--- src/rtl/lfsr_range_rand.sv ---
// rtl/lfsr_range_rand.sv - Galois LFSR random source with bounded rejection sampling into [0, RANGE-1]
module lfsr_range_rand #(
    parameter int          WIDTH     = 32,
    parameter logic [31:0] TAPS      = 32'h000000B7,
    parameter logic [31:0] SEED      = 32'd300,
    parameter int          OUT_W     = 7,
    parameter int          RANGE     = 100,
    parameter int          MAX_TRIES = 16
) (
    input  logic             clk,
    input  logic             rst,
    input  logic             en,
    input  logic             seed_load,
    input  logic [WIDTH-1:0] seed_in,
    input  logic             req,
    output logic             busy,
    output logic             rand_valid,
    output logic [OUT_W-1:0] rand_out,
    output logic             rand_fallback
);

    localparam int TW = (MAX_TRIES > 1) ? $clog2(MAX_TRIES) : 1;

    // Bit 0 of the feedback is the rotated-in MSB, so only taps above bit 0 are xored.
    localparam logic [WIDTH-1:0] TAP_MASK  = WIDTH'(TAPS) & ~WIDTH'(1);
    localparam logic [WIDTH-1:0] SEED_W    = WIDTH'(SEED);
    localparam logic [OUT_W:0]   RANGE_X   = (OUT_W+1)'(RANGE);
    localparam logic [OUT_W-1:0] RANGE_N   = OUT_W'(RANGE);
    localparam logic [TW-1:0]    LAST_TRY  = TW'(MAX_TRIES - 1);

    typedef enum logic {
        S_IDLE,
        S_DRAW
    } fsm_t;

    fsm_t             r_fsm;
    logic [WIDTH-1:0] r_state;
    logic [TW-1:0]    r_tries;
    logic             r_busy;
    logic             r_valid;
    logic [OUT_W-1:0] r_out;
    logic             r_fallback;

    logic [WIDTH-1:0] w_step;
    logic [WIDTH-1:0] w_seed;
    logic [OUT_W-1:0] w_cand;
    logic             w_accept;
    logic             w_last;

    always_comb begin
        w_step   = {r_state[WIDTH-2:0], r_state[WIDTH-1]} ^ (TAP_MASK & {WIDTH{r_state[WIDTH-1]}});
        w_seed   = (seed_in == '0) ? SEED_W : seed_in;
        w_cand   = r_state[OUT_W-1:0];
        w_accept = ({1'b0, w_cand} < RANGE_X);
        w_last   = (r_tries == LAST_TRY);
    end

    always_ff @(posedge clk) begin
        if (rst) begin
            r_fsm      <= S_IDLE;
            r_state    <= SEED_W;
            r_tries    <= '0;
            r_busy     <= 1'b0;
            r_valid    <= 1'b0;
            r_out      <= '0;
            r_fallback <= 1'b0;
        end else begin
            r_valid <= 1'b0;
            case (r_fsm)
                S_IDLE: begin
                    if (seed_load) begin
                        r_state <= w_seed;
                    end else if (en) begin
                        r_state <= w_step;
                    end
                    if (req) begin
                        r_fsm   <= S_DRAW;
                        r_tries <= '0;
                        r_busy  <= 1'b1;
                    end
                end
                S_DRAW: begin
                    // A seed load stalls the draw: no candidate is judged this cycle.
                    if (seed_load) begin
                        r_state <= w_seed;
                    end else begin
                        r_state <= w_step;
                        if (w_accept) begin
                            r_out      <= w_cand;
                            r_fallback <= 1'b0;
                            r_valid    <= 1'b1;
                            r_busy     <= 1'b0;
                            r_fsm      <= S_IDLE;
                        end else if (w_last) begin
                            r_out      <= w_cand - RANGE_N;
                            r_fallback <= 1'b1;
                            r_valid    <= 1'b1;
                            r_busy     <= 1'b0;
                            r_fsm      <= S_IDLE;
                        end else begin
                            r_tries <= r_tries + TW'(1);
                        end
                    end
                end
                default: begin
                    r_fsm  <= S_IDLE;
                    r_busy <= 1'b0;
                end
            endcase
        end
    end

    assign busy          = r_busy;
    assign rand_valid    = r_valid;
    assign rand_out      = r_out;
    assign rand_fallback = r_fallback;

endmodule

--- config.mk ---
export PLATFORM = sky130hd
export DESIGN_NAME = lfsr_range_rand
export DESIGN_NICKNAME = d
export VERILOG_FILES = /design/src/rtl/lfsr_range_rand.sv
export SDC_FILE = /design/constraint.sdc
export NUM_CORES = 1
export LEC_CHECK = 0
export BUFFER_PORTS_ARGS = -buffer_cell sky130_fd_sc_hd__clkbuf_2
export CORE_ASPECT_RATIO = 1.75
export CORE_MARGIN = 4
export CORE_UTILIZATION = 58
export DETAILED_ROUTE_END_ITERATION = 12
export PLACE_DENSITY = 0.82
export SYNTH_ARGS = -nofsm -noshare
export SYNTH_HDL_FRONTEND = slang
export SYNTH_SLANG_ARGS = --single-unit
--- constraint.sdc ---
create_clock -name clk -period 4.6 [get_ports clk]
set_input_delay 0.69 -clock clk [delete_from_list [all_inputs] [get_ports clk]]
set_output_delay 0.69 -clock clk [all_outputs]
set_load 0.02 [all_outputs]
### Yosys cells after proc, flatten, opt, wreduce, memory -nomap -nowiden

Index checks and enable logic that the tools add are counted.
Widths: inputs -> output; s select.

| cells by class | value |
|---|---|
| equality and inequality tests | 7 |
| magnitude comparators | 1 |
| add/subtract/negate cells | 2 |
| reductions and logical operators | 6 |
| bitwise gates (word level) | 3 |
| muxes and demuxes | 26 |

Operator list:

| operator | number |
|---|---|
| $mux 32 | 4 |
| $pmux 32 s2 | 1 |
| $logic_not 32->1 | 1 |
| $xor 32x8->32 | 1 |
| $mux 4 | 4 |
| $mux 7 | 2 |
| $mux 1 | 12 |
| $ne 2x2->1 const B | 4 |
| $pmux 4 s2 | 1 |
| $lt 7x7->1 const B | 1 |
| $sub 7x7->7 const B | 1 |
| $reduce_and 3->1 | 2 |
| $add 4x1->4 const B | 1 |
| $eq 4x4->1 const B | 1 |
| $pmux 1 s2 | 2 |
| $reduce_and 4->1 | 1 |
| $ne 3x1->1 const B | 1 |
| $ne 3x3->1 const B | 1 |
| $reduce_or 3->1 | 1 |
| $not 1->1 | 2 |
| $reduce_bool 2->1 | 1 |

| word-level totals | value |
|---|---|
| output and inout bits | 10 |
| register bits after elaboration | 47 |
| word-level logic and storage cells | 52 |
| bits of input ports | 37 |

### Depth between registers and ports, before layout

| logic depth | value |
|---|---|
| word-level depth | 5 |
| mapped depth | 6 |
| mapped depth without buffers | 5 |

### Worst setup path before layout

OpenSTA, ideal clock, no wires.

| path | value |
|---|---|
| kind | input to register |
| start point | input port seed_load |
| end point | register r_tries[1] |
| stages on the path | 5 |
| data arrival time | 1609 ps |
| buffers on the path | 1 |
| required time | 4470 ps |
| setup time | 130 ps |
| path slack | 2861 ps |
| path through | clkbuf_1 nand2b_1 or3_1 nand4b_1 o31ai_1 |

| between the ends | value |
|---|---|
| word-level cells in the longest chain between the ends | 2 |

Ends and longest elaborated chain:

| what | line | text |
|---|---|---|
| start: declaration | 13 | `input logic seed_load,` |
| $ne 2x2->1 (no source line) | -- |  |
| $reduce_and 4->1 (no source line) | -- |  |
| end signal: assignment | 101 | `r_tries <= r_tries + TW'(1);` |
| end: declaration | 38 | `logic [TW-1:0] r_tries;` |

No other way between the ends.
A chain may end at the register's enable or synchronous reset.

### Worst setup path in the final report

Ends and elaborated chain as after synthesis.

==> flow_summary.json <==
{
  "worst_hold_path_type": "reg -> reg",
  "cts_buffers": 5,
  "hpwl_um": 3400,
  "yosysTopAreaCell": "dfxtp_1",
  "port_buffers": 46,
  "die-area_sq_mm": 0.00498,
  "max_slew_margin_pct": 27.7,
  "min_period_ns": 2.12,
  "criticalPathCategory": "in -> reg",
  "cap_violations": 0,
  "cts_tree": "built",
  "grt_pass1_vias": 1904,
  "worstPathArrival_ns": 2.33,
  "fillers": 326,
  "firstDrtPassIters": 4,
  "crit_required_ns": 4.80,
  "wl_per_cell_um": 13.0,
  "tightest_slew_ns": 1.08,
  "status": "complete, no violations",
  "final.setup_skew_ns": 0.00859,
  "period_share_pct": 46.2,
  "p_leak_nw": 1.07,
  "antenna_found_initial": 0,
  "final_util_pct": 69.8,
  "start_util_pct": 60.8,
  "critPathMaxFanout": 33,
  "synth_seq_cells": 47,
  "routed_wl_um": 4790,
  "synth.distinct_cells": 38,
  "synth_nets": 326,
  "finalSetupViolations": 0,
  "crit_path_end_kind": "flip-flop",
  "timing.setup.tns_ns": 0,
  "drtIter0Drc": 30,
  "overflow": 0,
  "postCtsSetupRepairBufs": 0,
  "avgSynthCellArea_sq_um": 7.84,
  "grtUsageTotal_pct": 21.5,
  "coreArea_sq_mm": 0.00370,
  "finalHoldViolations": 0,
  "hp-start": "busy$_SDFFE_PP0P_",
  "io_pins": 47,
  "netlist_area_sq_mm": 0.00225,
  "placedCellCount": 361,
  "grt_max_degree": 44,
  "r2r_start": "r_fsm$_SDFF_PP0_",
  "drcViolationCount": 0,
  "grt_pass1_wl_um": 8120,
  "viasPerCell": 5.52,
  "cts_max_level": 2,
  "cts_resized": 0,
  "instances_no_fill": 369,
  "clk_pin_slew_ns": 0.08,
  "num_vias": 2037,
  "crit_start": "seed_load",
  "ys_seq_area_share_pct": 41.8,
  "rows": 29,
  "insertion_delay_ns": 0.30,
  "num_antenna_cells": 0,
  "syn2layout_area_growth_pct": 14.8,
  "slew_violations": 0,
  "clock-sinks": 47,
  "fmaxAchievable_mhz": 471,
  "power.density_mw_per_mm2": 342,
  "peakVddDrop_uv": 314,
  "syn_inst": 287,
  "synth_warnings": 0,
  "drive_gt1_share_pct": 18.3,
  "clockBufferDepth": 2,
  "ctsHoldBuffers": 0,
  "synth.area.top_cells": "dfxtp_1 42%, nand2_1 14%, a21o_1 9.0%",
  "nets": 361,
  "die_w_um": 55.1,
  "die_h_um": 90.4,
  "cts_root_buf": "clkbuf_8",
  "yosysTopAreaCellShare_pct": 41.8,
  "grt_setup_unrepaired": "false",
  "postRouteAntennaNets": 0,
  "start_kind": "primary input",
  "gp_congestion": 0.758
}
[cell usage after synthesis]
cell       count
a2111oi_0      2
a211o_1        3
a21o_1        27
a21oi_1       31
a22o_1         6
a22oi_1        1
a32oi_1        2
and2_1         1
and3_1         1
buf_1          1
buf_2          4
buf_6          1
clkbuf_1      14
dfxtp_1       47
ha_1           2
inv_1          2
nand2_1       86
nand2b_1       3
nand3_1        2
nand4_1        2
nand4b_1       1
nor2_1        11
nor2_2         1
nor2b_1        2
nor3_1         1
nor3b_1        5
nor4_1         9
nor4b_1        1
o21a_1         1
o21ai_0        2
o21ai_2        1
o2bb2ai_1      1
o311ai_4       1
o31ai_1        1
or2_1          2
or3_1          1
xnor2_1        7
xor2_1         1
[cell type report]
class	instances	area, sq um	area share [%]
sequential	47	941	36.4
inverter	2	7.51	0.291
clock buffer	6	82.6	3.20
timing repair buffer	48	245	9.49
clock inverter	2	35.0	1.36
tap	46	57.6	2.23
multi-input combinational	218	1210	47.0
[path summary, 6_finish.rpt]
path / depth (start not counted) / slack (ns) / endpoint
worst max-delay path: 5 / 2.48 / r_tries[1]$_SDFFE_PP0P_
worst min-delay path: 1 / 0.48 / busy$_SDFFE_PP0P_
worst max register to register: 5 / 2.62 / r_state[24]$_SDFFE_PP0P_
worst min register to register: 1 / 0.48 / busy$_SDFFE_PP0P_
[stage by stage]
step	total power [W]	instance area (sq um)	hold slack, ns	worst slack, ns
finish	0.000883	2580	0.476	2.48
global route	0.000927	2580	0.491	2.38
CTS	0.000891	2580	0.479	2.49
detailed placement	0.000581	2470	0.455	2.17
global placement	0.000579	2470	0.446	2.20
floorplan	0.000542	2250	0.466	2.86
[sequential cells by signal, summed over array words and instances, names as in the netlist]
name	count
rand_fallback	1
rand_out	7
r_tries	4
r_state	32
rand_valid	1
busy	1
r_fsm	1
[cells by family (layout without fill, tap and decap cells)]
family	Yosys count	after routing	share of synthesized area (%)
compound gates	79	79	24.3
simple gates	129	129	25.4
buf+inv	22	58	4.22
flops	47	47	41.8
xor+xnor	8	8	3.11
fa+ha+maj	2	2	1.11
[routing by layer]
metal	GRT usage (%)	vias up	part of all wire (%)
met3	3.64	10	3.7
met1	24.7	924	43
met2	36.5	42	51
met4	9.53	0	2.7
met5	0	-	0
li1	-	1061	-
[critical path: stages]
cell and delay, ns:
clkbuf_2 0.35, buf_4 0.38, nand2b_1 0.20, or3_1 0.43, o31ai_1 0.26
[cell usage in the layout, fill, tap and decap left out, drive strengths merged, types with 5 or more instances in the layout]
master  netlist  routed
a21o         27      27
a21oi        31      31
a22o          6       6
clkbuf       14      52
dfxtp        47      47
nand2        86      86
nor2         12      12
nor3b         5       5
nor4          9       9
xnor2         7       7
[power breakdown]
part           switching, W  internal [W]
logic             0.0000703     0.0000519
clock network      0.000136      0.000176
registers         0.0000197      0.000430
Power figures use the tool's default switching activity.
